### src/rtl/shift_counter_pkg.sv
// shift_counter_pkg: mode/direction encodings and state legality/index helpers for shift counters.
package shift_counter_pkg;

    localparam logic MODE_JOHNSON = 1'b0;
    localparam logic MODE_RING    = 1'b1;
    localparam logic DIR_UP       = 1'b0;
    localparam logic DIR_DOWN     = 1'b1;
    localparam int   MAXW         = 32;

    function automatic logic johnson_legal(input logic [MAXW-1:0] v, input int w);
        int t;
        t = 0;
        for (int i = 1; i < MAXW; i++)
            if (i < w && v[i] != v[i-1]) t++;
        return t <= 1;
    endfunction

    // All-zero counts as legal: it is the seed-pending reset state.
    function automatic logic ring_legal(input logic [MAXW-1:0] v, input int w);
        int c;
        c = 0;
        for (int i = 0; i < MAXW; i++)
            if (i < w && v[i]) c++;
        return c <= 1;
    endfunction

    function automatic logic [5:0] johnson_idx(input logic [MAXW-1:0] v, input int w);
        int ones;
        ones = 0;
        for (int i = 0; i < MAXW; i++)
            if (i < w && v[i]) ones++;
        return 6'(v[w-1] ? ones : (ones == 0 ? 0 : 2 * w - ones));
    endfunction

    function automatic logic [5:0] ring_idx(input logic [MAXW-1:0] v, input int w);
        int r;
        r = 0;
        for (int i = 1; i < MAXW; i++)
            if (i < w && v[i]) r = w - i;
        return 6'(r);
    endfunction

endpackage

### src/rtl/shift_cnt_decode.sv
// shift_cnt_decode: combinational legality check and step index of a shift-counter state.
module shift_cnt_decode
    import shift_counter_pkg::*;
#(
    parameter int WIDTH = 4,
    parameter int IDXW  = $clog2(2 * WIDTH)
) (
    input  logic [WIDTH-1:0] out,
    input  logic             mode,
    output logic             illegal,
    output logic [IDXW-1:0]  idx
);

    logic [MAXW-1:0] v;
    logic            legal;

    assign v       = MAXW'(out);
    assign legal   = mode == MODE_RING ? ring_legal(v, WIDTH) : johnson_legal(v, WIDTH);
    assign illegal = ~legal;
    assign idx     = legal ? IDXW'(mode == MODE_RING ? ring_idx(v, WIDTH) : johnson_idx(v, WIDTH)) : '0;

endmodule

### src/rtl/shift_counter_n.sv
// shift_counter_n: run-time selectable Johnson/ring counter with direction, load,
// illegal-state self-correction, decoded index and wrap/err pulses.
module shift_counter_n
    import shift_counter_pkg::*;
#(
    parameter int WIDTH = 4,
    parameter int IDXW  = $clog2(2 * WIDTH)
) (
    input  logic             clk,
    input  logic             rst,
    input  logic             en,
    input  logic             mode,
    input  logic             dir,
    input  logic             load,
    input  logic [WIDTH-1:0] load_val,
    output logic [WIDTH-1:0] out,
    output logic [IDXW-1:0]  idx,
    output logic             illegal,
    output logic             wrap,
    output logic             err
);

    logic [WIDTH-1:0] step, nxt;
    logic             fb_r, fb_l, nxt_wrap, nxt_err;

    shift_cnt_decode #(.WIDTH(WIDTH), .IDXW(IDXW)) u_dec (
        .out     (out),
        .mode    (mode),
        .illegal (illegal),
        .idx     (idx)
    );

    assign fb_r = mode == MODE_RING ? out[0] : ~out[0];
    assign fb_l = mode == MODE_RING ? out[WIDTH-1] : ~out[WIDTH-1];
    assign step = dir == DIR_UP ? {fb_r, out[WIDTH-1:1]} : {out[WIDTH-2:0], fb_l};

    // Ring all-zero is seeded quietly; a stepped-into index 0 raises wrap.
    always_comb begin
        nxt      = out;
        nxt_wrap = 1'b0;
        nxt_err  = 1'b0;
        if (load)
            nxt = load_val;
        else if (en && illegal) begin
            nxt     = mode == MODE_JOHNSON ? '0 : WIDTH'(1);
            nxt_err = 1'b1;
        end
        else if (en && mode == MODE_RING && out == '0)
            nxt = WIDTH'(1);
        else if (en) begin
            nxt      = step;
            nxt_wrap = mode == MODE_RING ? step == WIDTH'(1) : step == '0;
        end
    end

    always_ff @(posedge clk or negedge rst) begin
        if (!rst) begin
            out  <= '0;
            wrap <= 1'b0;
            err  <= 1'b0;
        end
        else begin
            out  <= nxt;
            wrap <= nxt_wrap;
            err  <= nxt_err;
        end
    end

endmodule

### config.mk
export PLATFORM = sky130hd
export DESIGN_NAME = shift_counter_n
export DESIGN_NICKNAME = d
export VERILOG_FILES = /design/src/rtl/shift_counter_pkg.sv /design/src/rtl/shift_cnt_decode.sv /design/src/rtl/shift_counter_n.sv
export SDC_FILE = /design/constraint.sdc
export NUM_CORES = 1
export LEC_CHECK = 0
export BUFFER_PORTS_ARGS = -buffer_cell sky130_fd_sc_hd__buf_4
export CORE_MARGIN = 1
export CORE_UTILIZATION = 48
export CTS_BUF_LIST = sky130_fd_sc_hd__clkbuf_2 sky130_fd_sc_hd__clkbuf_4 sky130_fd_sc_hd__clkbuf_8
export DETAILED_ROUTE_END_ITERATION = 12
export MAX_ROUTING_LAYER = met4
export PLACE_DENSITY = 0.87
export SYNTH_ARGS = -nofsm -noshare
export SYNTH_HDL_FRONTEND = slang
export SYNTH_SLANG_ARGS = --single-unit
### constraint.sdc
create_clock -name clk -period 2.67 [get_ports clk]
set_input_delay 0.267 -clock clk [delete_from_list [all_inputs] [get_ports clk]]
set_output_delay 0.267 -clock clk [all_outputs]
set_load 0.01 [all_outputs]
# Yosys cells after proc, flatten, opt, wreduce, memory -nomap -nowiden
# Index checks and enable logic that the tools add are counted.
# Widths: inputs -> output; s select.
classes:
  n_addsub: 6
  n_lt_le_gt_ge: 2
  eq_ne: 4
  mux: 30
  bitwise: 3
  n_reduce_logical: 7
ops:
  columns: ["op", "count"]
  rows:
  - ["$add 32x2->32 const B", 5]
  - ["$mux 32", 5]
  - ["$le 32x2->1 const B", 2]
  - ["$logic_not 32->1", 1]
  - ["$mux 4", 5]
  - ["$mux 3", 5]
  - ["$mux 1", 13]
  - ["$logic_not 4->1", 2]
  - ["$eq 4x1->1 const B", 1]
  - ["$mux 2", 2]
  - ["$reduce_bool 4->1", 1]
  - ["$logic_and 1x1->1", 3]
  - ["$ne 1x1->1", 3]
  - ["$not 1->1", 3]
  - ["$sub 1x3->3 const A", 1]
word_totals:
  register_bits: 6
  input_bits: 10
  out_inout_bits: 10
  elab_cells: 55

# Depth between registers and ports, before layout
# Gate-level depths: netlist (run 1).
depth:
  depth_word: 13
  ltp_mapped: 9
  mapped_depth_nobuf: 9

# Cells and area by module
# From an unflattened synthesis (run 1), not the netlist that was laid out.
unflattened:
  hier_cells: 87
  area_unflattened_um2: 767.0
modules_own_cells:
  columns: ["mod", "instances", "cells_per_inst", "area_per_inst_um2", "seq_area_each_um2"]
  rows:
  - ["shift_counter_n", 1, 43, 407.9, 150.1]
  - ["shift_cnt_decode", 1, 44, 359.1, 0.0]

# Worst setup path before layout (run 1)
# Ideal clock, no wire load.
synth_timing:
  kind: "register to output"
  startpoint: "register out[1]"
  endpoint: "output idx[0]"
  t_arrival_ns: 2.489
  required_time_ns: 2.403
  path_slack_ns: -0.086
  stages_incl_launch_ff: 10
  n_path_buf: 0
  cell_sequence: "dfrtp_1 > inv_1 > ha_1 > xor2_1 > ha_1 > mux2i_1 > ha_1 > o21ai_0 > a2bb2oi_4 > a211oi_1"
synth_between:
  elab_chain_len: 10
  word_cells_on_any_way: 24
  classes_between: "add/sub: 5; order compare: 2; eq/ne: 2; mux: 14; reduce/logical: 1"
synth_rtl:
  columns: ["element", "line_no", "text"]
  rows:
  - ["start: declaration", "shift_counter_n.sv:16", "output logic [WIDTH-1:0] out,"]
  - ["start signal: assignment", "shift_counter_n.sv:63", "out <= nxt;"]
  - ["parallel branches: the longest is 9 deep, another holds $add 32x2->32", null, null]
  - ["$mux 3 (*)", "shift_cnt_decode.sv:20", "assign idx = legal ? IDXW'(mode == MODE_RING ? ring_idx(v, WIDTH) : johnson_idx(v, WIDTH)) : '0;"]
  - ["end: declaration", "shift_counter_n.sv:17", "output logic [IDXW-1:0] idx,"]
# Mark *: on every way between the ends.

# Worst setup path after layout (run 1)
# Same ends and word-level chain as after synthesis.

==> results.cfg, run 1 <==
[run_status]
outcome = complete, but fails checks
failed_checks = negative setup slack

[worst_setup_path]
critPathCaptureType = primary output
cp.arrival_ns = 2.41
r2r-start = out[1]
worstPathMaxFanout = 5
start_kind = flop
worstSetupPathType = reg2out
setup.worst_path.start = out[1]
cp.required_ns = 2.40

[floorplan]
initial_core_util_pct = 54.9
chipWidth_microns = 41.8
floorplan.die.height_microns = 41.8
top_level_ports = 20
core_area_sq_mm = 0.00138
floorplan.die_area_sq_mm = 0.00175
number_of_placement_rows = 13

[power]
p_total_mw = 0.796
powerDensity_mw_per_mm2 = 749
p_leak_nw = 0.505
power.ir.vdd_worst_v = 0.000541

[grt]
leftover_overflow_at_the_end_of_global_routing = 0
antenna_violations_before_repair = 0
grt_start_max_net_pins = 12
grt_pass1_vias = 735
grt_pass1_wl_mm = 3.42
grt.total_usage_pct = 26.0

[synth]
synthCells = 86
synth.net_count = 107
count_of_yosys_warnings_during_synthesis = 0
syn_avg_cell_area_sq_um = 8.83
yosysSeqAreaShare_pct = 19.8
synth_area_leader_cell = dfrtp_1
synthDominantCellAreaShare_pct = 19.8
yosysUniqueCellTypes = 26
synth_area_leaders = dfrtp_1 (20%), ha_1 (18%), a2bb2oi_4 (6.9%), mux2i_1 (6.6%), xor2_1 (5.8%)
total_standard_cell_area_after_synthesis_sq_um = 759
seq_cells_post_synth = 6

[place]
dpl_worst_slack_ns = 0.0672
port_buffers = 19
replace_congestion = 0.975
dp_hpwl_mm = 1.53

[final_layout]
antenna-diode-count = 0
postLayoutCoreUtil_pct = 76.8
layout-drive-gt1-share_pct = 44.3
num-nets-final = 138
flow.area_growth_from_synthesis_pct = 39.9

[detailed_routing]
ant_nets = 0
finalWirelength_mm = 2.08
drt_first_iter_violations = 22
remaining_drc_errors = 0
num_vias = 735
routed_via_density = 5.65
drt_first_pass_iters = 4
avgRoutedWirePerCell_microns = 16.0

[sta]
max_freq_ghz = 0.374
setup_tns_ns = -0.00451
layout_setup_ws_ns = -0.00279
setup_repair_after_global_routing_missed_its_margin = yes
finalCritPeriodShare_pct = 100
finalCriticalPeriod_ns = 2.67
final_max_slew_viol_count = 0
finalHoldViolCount = 0
max_slew_margin_pct = 74.7
finalSetupViolCount = 2
finalClockSkew_ns = 0.00480
timing_worst_slew_pin_value_ns = 0.377

[clock_tree]
cts_tree = yes
htreeDepth = 1
cts-buffers-inserted = 3
cts_buffer_depth = 2
root_buffer = clkbuf_4
cts.clk_slew.worst_paths_ns = 0.05
cts.sinks = 6
clock_latency_ns = 0.24

[min_path]
hp-class = in2reg
worst_hold_startpoint = load_val[3]

[job]
maxCapViolCount = 0
[worst max-delay path: stages (launching register included)]
cell	delay [ns]
dfrtp_1	0.37
inv_2	0.08
ha_4	0.29
xor2_2	0.17
ha_1	0.27
mux2i_1	0.20
ha_2	0.24
o21ai_2	0.08
a2bb2oi_4	0.17
a211oi_2	0.15
buf_4	0.14
[cell usage in the layout (no fill, tap or decap), types with 3 or more instances in the layout]
| cell type | instances |
|---|---|
| xor2_1 | 4 |
| inv_1 | 8 |
| dfrtp_1 | 6 |
| nand2_1 | 3 |
| a21oi_1 | 5 |
| nand3_1 | 3 |
| ha_1 | 8 |
| mux2i_1 | 5 |
| clkbuf_4 | 3 |
| buf_4 | 27 |
| nor2_1 | 6 |
| o31ai_1 | 4 |
| nor3_1 | 4 |
[where the power goes]
group	switching [mW]	total, mW	internal (mW)
clock	0.0318	0.0826	0.0508
combinational	0.310	0.600	0.290
sequential	0.00831	0.113	0.105
total	0.350	0.796	0.446
[flip-flops by register name, indices dropped and copies added (netlist names)]
name / flops
err: 1
out: 4
wrap: 1
[path summary, 6_finish.rpt]
kind                               end  slack [ns]  depth (start not counted)
max in group asynchronous       out[1]        2.17                          2
worst min register to register    wrap        0.72                          3
worst min-delay path            out[3]        0.25                          3
worst max register to register    wrap        0.19                         10
min in group asynchronous       out[3]        0.38                          2
worst max-delay path            idx[0]      -0.003                         10
[synthesized netlist by cell type]
library cell and n:
ha_1 11, clkbuf_1 2, nand2_1 4, xor2_1 5, nor2_1 6, and2_2 1, buf_4 2, a211oi_1 1
inv_1 10, o21ai_0 3, a31oi_1 1, nor3_1 5, nand3_1 3, o21a_1 1, nand2b_1 1, nand3_2 1
a2111oi_4 1, xnor2_1 2, a21oi_1 6, mux2i_1 5, nand2_2 1, dfrtp_1 6, a2bb2oi_4 2, o22a_2 1
o31ai_1 4, or3_1 1
[timing repair]
item	CTS	global route
hold buffers	1	0
endpoints found under the setup margin	4	4
buffers inserted	1	4
pin swaps	3	1
resized for setup	11	3
hold endpoints to repair	6	0
[stage by stage]
step | hold WS, ns | cells | area, sq um
6_report | 0.248 | 130 | 1060
4_1_cts | 0.245 | 126 | 1020
3_5_place_dp | 0.0796 | 121 | 946
3_3_place_gp | 0.0794 | 121 | 946
2_1_floorplan | -0.0286 | 86 | 769
5_1_grt | 0.276 | 130 | 1060
[layout make-up]
cell class / instances / area [sq um]
Multi-Input combinational cell: 66 / 598
Tap cell: 15 / 18.8
Fill cell: 93 / 320
Timing Repair Buffer: 30 / 235
Inverter: 10 / 37.5
Sequential cell: 6 / 150
Clock buffer: 3 / 22.5
[layer usage]
metal / track usage (%) / up-vias / part of all wire, % / routed length (microns)
met3: 6.52 / 4 / 3.1 / 64
met4: 5.16 / 0 / 1.2 / 24
met1: 31.7 / 349 / 44 / 907
li1: - / 355 / - / -
met5: - / - / 0 / 0
met2: 43.4 / 27 / 52 / 1080
[cells by family after synthesis]
| group | count (synthesis) | share of synthesized area [%] |
|---|---|---|
| AOI/OAI and AO/OA | 20 | 24.5 |
| and+or+nand+nor | 23 | 15.0 |
| muxes | 5 | 6.59 |
| DFF | 6 | 19.8 |
| xor gates and xnor gates | 7 | 8.07 |
| adders and majority gates | 11 | 18.1 |
| buffers and inverters | 14 | 7.91 |
Note: power is estimated with default switching activity, not from simulation.
==> run 2: changes to the inputs <==
--- a/config.mk
+++ b/config.mk
@@ -12,6 +12,7 @@
 export DETAILED_ROUTE_END_ITERATION = 12
 export MAX_ROUTING_LAYER = met4
 export PLACE_DENSITY = 0.87
+export REMOVE_ABC_BUFFERS = 1
 export SYNTH_ARGS = -nofsm -noshare
 export SYNTH_HDL_FRONTEND = slang
 export SYNTH_SLANG_ARGS = --single-unit
==> run 2 against run 1 <==
The flow still finishes with violations (negative setup slack). Total power grew 18%. Sequential share of layout area shrank 0.98 points. Routed wire length grew 34%. Worst hold slack gained 0.011 ns. Clock power grew 13%. Final area grew 7.4%. Critical path type unchanged. Largest power group unchanged.
==> results.cfg, run 2 (same netlist as run 1, synthesis figures left out) <==
[final_layout]
layout_top_registers = out x4, err x1, wrap x1
layout.cells.most_common_list = buf_4 (33), inv_1 (8), nor2_1 (6), dfrtp_1 (6)
layout.cells.non_filler = 134
flow.area_growth_from_synthesis_pct = 50.2
layout-drive-gt1-share_pct = 50.4
antenna-diode-count = 0
layout.cell_area.non_filler_sq_mm = 0.00114
layout_filler_cell_count = 76
final-seq-area_sq_um = 150
mostFrequentLayoutCell = buf_4
registers.top_by_ff_count = out
largest_register_ffs = 4
num-nets-final = 142
area_of_the_multi_input_gates_sq_um = 654

[floorplan]
number_of_placement_rows = 13
initial_core_util_pct = 54.9
top_level_ports = 20
floorplan.die.height_microns = 41.8
floorplan.die_area_sq_mm = 0.00175
chipWidth_microns = 41.8
core_area_sq_mm = 0.00138

[worst_setup_path]
path_common_cell = ha_4
path_delay_family = adder cells
path_buf_inv = 2
r2r-start = out[1]
cp_slowest_cell = dfrtp_1
count_of_cell_instances_traversed_by_the_critical_path = 10
crit_path_cell_trace = inv_2 -> ha_4 -> xor2_4 -> ha_4 -> mux2i_4 -> ha_2 -> o21ai_2 -> a2bb2oi_4 -> a211oi_2 -> buf_4
cp.required_ns = 2.40
critPathCaptureType = primary output
rr_worst_depth = 11
r2r_setup_slack_ns = -0.08
worstPathMaxFanout = 5
critPathMaxStageDelay_ns = 0.41
crit-reg2reg-capture = out[2]
cp.arrival_ns = 2.56
worstSetupPathType = reg2out
setup.worst_path.start = out[1]
start_kind = flop

[detailed_routing]
remaining_drc_errors = 0
finalWirelength_mm = 2.79
avgRoutedWirePerCell_microns = 20.8
drt_first_pass_iters = 4
num_vias = 888
routed_via_density = 6.63
drt_first_iter_violations = 56
ant_nets = 0

[min_path]
hp-class = in2reg
worst_hold_startpoint = load_val[3]
whs_endpoint = out[3]
holdPathStages = 3

[power]
powerDensity_mw_per_mm2 = 824
pwr-share-seq_pct = 12.1
power.ir.vdd_worst_v = 0.000454
p_switching_mw = 0.429
power_frac_clock_pct = 9.9
p_leak_nw = 0.526
power.share.switching_pct = 45.6
pwr-share-comb_pct = 78.0
p_int_mw = 0.511

[sta]
layout_setup_ws_ns = -0.153
finalCriticalPeriod_ns = 2.82
finalHoldViolCount = 0
finalCritPeriodShare_pct = 106
max_freq_ghz = 0.354
timing_worst_slew_pin_value_ns = 0.373
setup_tns_ns = -0.538
setup_repair_after_global_routing_missed_its_margin = yes
finalSetupViolCount = 5
finalClockSkew_ns = 0.0119
max_slew_margin_pct = 75.0
final_max_slew_viol_count = 0

[grt]
grt_pass1_vias = 823
grt_pass1_wl_mm = 4.02
leftover_overflow_at_the_end_of_global_routing = 0
antenna_violations_before_repair = 0
grt_start_max_net_pins = 12
grt.total_usage_pct = 32.2

[place]
port_buffers = 19
replace_congestion = 0.894
placed_cells = 123
area_after_dpl_sq_um = 951
dp_hpwl_mm = 1.59

[clock_tree]
cts_tree = yes
cts_buffer_depth = 2
root_buffer = clkbuf_4
htreeDepth = 1
cts-buffers-inserted = 3
cts.clk_slew.worst_paths_ns = 0.06
clock_latency_ns = 0.26
cts.sinks = 6

[job]
maxCapViolCount = 0

[run_status]
outcome = complete, but fails checks
failed_checks = negative setup slack
==> run 2: changes by cell type in the layout (fill, tap and decap cells not counted), sizes merged <==
| cell | delta |
|---|---|
| buf | +4 |
==> run 2: worst max path at each step <==
| stage | endpoint | slack (ns) |
|---|---|---|
| floorplan | idx[0] | -0.09 |
| global placement | idx[0] | 0.08 |
| detailed placement | idx[0] | -0.13 |
| CTS | idx[1] | 0.007 |
| global route | idx[0] | -0.19 |
| finish | idx[0] | -0.15 |
==> run 2: final cells by class <==
cell class | count | share of cell area [%]
multi-input cells | 66 | 57.3
clock buffers | 3 | 1.97
repair buffers | 34 | 22.6
well taps | 15 | 1.64
inverters | 10 | 3.29
flip-flops and latches | 6 | 13.2
==> run 2: power groups by stage <==
| stage | Combinational, mW | Sequential, mW | Clock, mW |
|---|---|---|---|
| finish | 0.733 | 0.114 | 0.0930 |
| global route | 0.769 | 0.115 | 0.0989 |
| CTS | 0.621 | 0.114 | 0.0920 |
| detailed placement | 0.520 | 0.115 | 0 |
| global placement | 0.493 | 0.113 | 0 |
| floorplan | 0.314 | 0.130 | 0 |
==> run 2: metrics by stage <==
step	utilization, %	hold WS [ns]	power, mW	setup slack (ns)
6_report	82.5	0.259	0.940	-0.153
5_1_grt	82.5	0.249	0.983	-0.192
3_5_place_dp	68.8	0.0833	0.635	-0.127
2_1_floorplan	-	-0.0286	0.444	-0.0856
3_3_place_gp	68.8	0.0769	0.606	0.0754
4_1_cts	77.6	0.242	0.827	0.00654
==> run 2: repair_timing <==
action                     CTS  global route
setup endpoints to repair    6             4
pin swaps                    2             2
hold buffers                 1             0
gates resized for setup     15             8
hold endpoints to repair     6             0
buffers inserted             3             4
==> run 2: per-layer routing <==
layer / up-vias / part of all wire (%) / track usage (%)
li1: 371 / - / -
met1: 400 / 35 / 36.7
met2: 83 / 45 / 53.8
met3: 34 / 11 / 5.22
met4: 0 / 9.9 / 16.8
met5: - / 0 / -
==> run 2: tightest hold or removal path: cells and delay by family <==
kind / cells / cell delay (ns)
buffers and inverters: 1 / 0.09
AO/OA/AOI/OAI: 2 / 0.13
